$ cat src/rtl/dut_vector_engine.sv
// dut_vector_engine
// Drives one stimulus vector onto the DUT pins, waits a programmable settle
// time, samples the DUT response and returns it with a masked pass/fail flag.
// Keeps saturating counts of completed and failed vectors.
module dut_vector_engine #(
    parameter int STF_WIDTH   = 24,
    parameter int RTF_WIDTH   = 24,
    parameter int CYCLE_RANGE = 5,
    parameter int CNT_WIDTH   = 16
) (
    input  logic                   clock,
    input  logic                   reset,
    input  logic                   enable,
    input  logic                   mode,
    input  logic                   stim_valid,
    output logic                   stim_ready,
    input  logic [STF_WIDTH-1:0]   stim_data,
    input  logic [CYCLE_RANGE-1:0] stim_cycles,
    input  logic [RTF_WIDTH-1:0]   stim_expect,
    input  logic [RTF_WIDTH-1:0]   stim_mask,
    output logic [STF_WIDTH-1:0]   mosi,
    input  logic [RTF_WIDTH-1:0]   miso,
    output logic                   res_valid,
    input  logic                   res_ready,
    output logic [RTF_WIDTH-1:0]   res_data,
    output logic                   res_fail,
    output logic                   busy,
    input  logic                   clear_counts,
    output logic [CNT_WIDTH-1:0]   vec_count,
    output logic [CNT_WIDTH-1:0]   fail_count
);

    typedef enum logic [1:0] {
        IDLE  = 2'd0,
        APPLY = 2'd1,
        EMIT  = 2'd2
    } state_t;

    state_t                 state_reg;
    logic [CYCLE_RANGE-1:0] cnt_reg;
    logic [RTF_WIDTH-1:0]   expect_reg;
    logic [RTF_WIDTH-1:0]   mask_reg;
    logic                   mode_reg;
    logic [RTF_WIDTH-1:0]   miss_bits;
    logic                   accept;
    logic                   retire;

    // Acceptance depends only on the state register and the enable/reset pins.
    assign stim_ready = (state_reg == IDLE) & enable & ~reset;
    assign accept     = stim_valid & stim_ready;
    assign retire     = (state_reg == EMIT) & res_ready;
    assign busy       = (state_reg != IDLE);

    // Per-bit masked mismatch between the live response and the latched expectation.
    generate
        for (genvar gi = 0; gi < RTF_WIDTH; gi++) begin : g_miss
            assign miss_bits[gi] = (miso[gi] ^ expect_reg[gi]) & mask_reg[gi];
        end
    endgenerate

    // Vector sequencer: accept, settle countdown, sample, hold result until consumed.
    always_ff @(posedge clock) begin
        if (reset) begin
            state_reg  <= IDLE;
            cnt_reg    <= '0;
            expect_reg <= '0;
            mask_reg   <= '0;
            mode_reg   <= 1'b0;
            mosi       <= '0;
            res_data   <= '0;
            res_valid  <= 1'b0;
            res_fail   <= 1'b0;
        end else begin
            case (state_reg)
                IDLE: begin
                    if (accept) begin
                        expect_reg <= stim_expect;
                        mask_reg   <= stim_mask;
                        mode_reg   <= mode;
                        cnt_reg    <= stim_cycles;
                        mosi       <= stim_data;
                        state_reg  <= APPLY;
                    end
                end
                APPLY: begin
                    if (cnt_reg != '0) begin
                        cnt_reg <= cnt_reg - 1'b1;
                    end else begin
                        res_data  <= miso;
                        res_fail  <= mode_reg & (|miss_bits);
                        res_valid <= 1'b1;
                        state_reg <= EMIT;
                    end
                end
                EMIT: begin
                    // res_data/res_fail stay put until the consumer takes them.
                    if (res_ready) begin
                        res_valid <= 1'b0;
                        state_reg <= IDLE;
                    end
                end
                default: state_reg <= IDLE;
            endcase
        end
    end

    // Completed-vector counter: clear beats increment, saturates at all-ones.
    always_ff @(posedge clock) begin
        if (reset || clear_counts) begin
            vec_count <= '0;
        end else if (retire && !(&vec_count)) begin
            vec_count <= vec_count + 1'b1;
        end
    end

    // Failed-vector counter: same clear/saturation rules, counts only flagged results.
    always_ff @(posedge clock) begin
        if (reset || clear_counts) begin
            fail_count <= '0;
        end else if (retire && res_fail && !(&fail_count)) begin
            fail_count <= fail_count + 1'b1;
        end
    end

endmodule

$ cat config.mk
export PLATFORM = sky130hd
export DESIGN_NAME = dut_vector_engine
export DESIGN_NICKNAME = d
export VERILOG_FILES = /design/src/rtl/dut_vector_engine.sv
export SDC_FILE = /design/constraint.sdc
export NUM_CORES = 1
export LEC_CHECK = 0
export CAP_MARGIN = 20
export CORE_UTILIZATION = 40
export CTS_BUF_LIST = sky130_fd_sc_hd__clkbuf_4
export DETAILED_ROUTE_END_ITERATION = 16
export PLACE_DENSITY = 0.78
export SYNTH_ARGS = -nofsm -noshare
export SYNTH_HDL_FRONTEND = slang
export SYNTH_SLANG_ARGS = --single-unit
$ cat constraint.sdc
create_clock -name clock -period 3.8 [get_ports clock]
set_clock_uncertainty 0.05 [all_clocks]
set_input_delay 0.76 -clock clock [delete_from_list [all_inputs] [get_ports clock]]
set_output_delay 0.76 -clock clock [all_outputs]
set_load 0.01 [all_outputs]
==> out/summary.txt <==
outcome: finished clean
FF-to-FF path depth: 8
routed len/inst: 14.9 µm
crit path DAT: 2110 ps
initial antenna violation count: 0
Post-Synthesis Cells: 703
worst-path cell chain: clkdlybuf4s50_1 -> nor4b_4 -> clkdlybuf4s50_1
Die ar.: 15200 µm²
critical path's top delay family: buffers and inverters
CTS tree: done
Die Y: 123 µm
Total Power: 2.90 mW
# IOs: 192
Layout area overhead: 39.2%
Synth area leaders: dfxtp_1 47%, nand2_1 14%, nand3b_1 9.3%, xor2_1 4.0%, xnor2_1 3.6%
CP peak stage delay: 600 ps
Routability Congestion: 0.808
Clock transition at path regs: 110 ps
design area: 8180 µm²
pre-CTS setup slack: 874 ps
CTS hold repair buffers: 0
synth warn: 0
Overflow after GRT: 0
IO buf count: 191
antenna cells: 0
largest family of logic cells by synthesized area: simple AND/OR/NAND/NOR gates
Worst setup EP type: primary output
Worst Setup Path Type: in2out
Max VDD drop: 0.274 mV
final cell count without fillers: 1068
CP dominant cell by count: clkdlybuf4s50_1
syn nets: 814
Clock power frac: 34.4%
combinational share of power: 12.5%
worst-path maximum fanout: 4
Slew HR: 29.2%
top cell type's share of synthesized area: 47.0%
Compound-Gate Fraction of Synth Area: 7.35%
number of nets in the layout: 987
register bit total from synthesis: 138
FMAX: 0.343 GHz
met2 Track Usage GR: 33.8%
Int Power: 2.16 mW
Core Util, Final: 58.0%
Worst Hold Margin: 412 ps
Hold Path Stages: 2
Data required, critical path: 2990 ps
Yosys cell types: 47
post_cts resized: 0
clk sinks: 138
Sequential Power Share: 53.1%
FP Rows: 43
Worst Max-Slew Pin Slew: 1060 ps
fin crit period: 2920 ps
unrepaired setup endpoints after global routing: false
sequential-to-total area share from yosys stat: 47.0%
startpoint types: primary input
Synth Area in XOR/XNOR: 7.60%
setup TNS: 0 ps
pin count of the biggest net entering global routing: 108
core footprint: 14100 µm²
NetSw: 735 µW
Final ANT Viol Nets: 0
PD cells: 355 nW/µm²
via count: 5385
Lkg Pwr: 3.18 nW
Total Wirelength: 15900 µm
Synth Area in Simple Gates: 33.6%
final hold vios: 0
Final WS setup: 884 ps
area of placed instances: 7890 µm²
Synth top cells by count: 214 x nand2_1, 138 x dfxtp_1, 73 x nand3b_1, 40 x nor2_1, 38 x a21oi_1
layout cell share with drive strength beyond 1: 5.52%
DR iter-0 viols: 376
Synth Area in Adders: 0.639%
post-synthesis mux area share: 0.511%
drt drc: 0
Cell Area, Synth: 5870 µm²
Buf/Inv on CP: 2
# H-tree levels: 4
Root Driver: clkbuf_4
top-count cell post-synth: nand2_1
Max Root-Sink Buffers: 2
Placed Cells: 1037
Final period util: 76.7%
post-synth top area cell: dfxtp_1
dpl hpwl: 10800 µm
GR Layer Usage met1: 26.1%
clk_lat worst skew: 550 ps
vias in the first global route: 4836
Via density: 5.04
met3 Usage GRT: 8.07%
Post-Syn Area per Cell: 8.36 µm²
worst min path class: reg2reg
Setup Fix Bufs, Post-CTS: 0
Async S/R FF share, synth: 0%
Max Cap Violations: 0
Slew Limit Fails: 0
sw frac: 25.4%
GR peak layer: met2
Worst path depth: 3
Initial Util: 41.7%
Main synth FF type: dfxtp_1
final setup violation count: 0
cts bufs inserted: 17
Detailed Routing Iterations Pass 1: 5
gr usage total: 21.1%
EDFF count, synth: 0
Worst path slowest cell: clkdlybuf4s50_1
first-pass GRT wire length: 24500 µm
Die Width: 123 µm
## worst register-to-register path, delay by kind of cell (launching register included)
| kind | cells | cell delay (ps) |
|---|---|---|
| fa+ha+maj | 1 | 180 |
| flops | 1 | 360 |
| simple gates | 5 | 1260 |
| buf+inv | 2 | 400 |
## final timing paths
path / end / slack, ps / start
max: stim_ready / 880 / enable
min: res_data[14] / 410 / res_data[14]
max reg2reg: res_fail / 1390 / cnt_reg[0]
min reg2reg: res_data[14] / 410 / res_data[14]
## cells by family after synthesis
group / count (synthesis)
adder cells (fa/ha/maj): 3
XOR/XNOR: 51
flip-flops: 138
multiplexers: 3
buffers and inverters: 47
AO/OA/AOI/OAI: 71
AND/OR/NAND/NOR: 390
## placed cells by master, fill, tap and decap left out, types with 2 or more instances in the layout
cell type,instances
or2_2,2
a21oi_1,38
nand4_1,9
o21ai_0,3
nand3_1,7
mux2i_1,3
clkinv_2,3
nand2_2,2
nor3_1,12
nand2b_1,2
inv_1,5
and4_1,4
nand2_1,213
clkinvlp_4,3
o21ai_1,3
a22oi_1,12
nor2_1,40
clkbuf_4,18
xor2_1,27
clkdlybuf4s50_1,190
ha_1,3
buf_4,4
bufinv_16,3
and3_1,3
xnor2_1,24
a31oi_1,2
a211oi_1,7
dfxtp_1,138
nor4_1,7
or3_1,2
nand3b_1,73
clkinv_1,2
nor4b_2,2
## layer usage
metal	part of all wire, %	vias up	wire, µm
met5	0	-	0
met4	1.0	0	165
met3	7.5	13	1190
met2	48	162	7650
met1	43	2502	6880
li1	-	2708	-
## power groups by stage
stage          sequential, mW  combinational (mW)  clock [mW]
2_1_floorplan            1.57               0.150           0
3_3_place_gp             1.57               0.364           0
3_5_place_dp             1.57               0.365           0
4_1_cts                  1.54               0.367        1.03
5_1_grt                  1.55               0.396        1.10
6_report                 1.54               0.363       0.998
## final cells by class
cell class	count	area, µm²
Clock inverter	13	153
Timing Repair Buffer	196	1960
Tap cell	180	225
Sequential cell	138	2760
Fill cell	1276	5920
Multi-Input combinational cell	518	2920
Clock buffer	18	135
Inverter	5	18.8
Note: power is estimated with default switching activity, not from simulation.
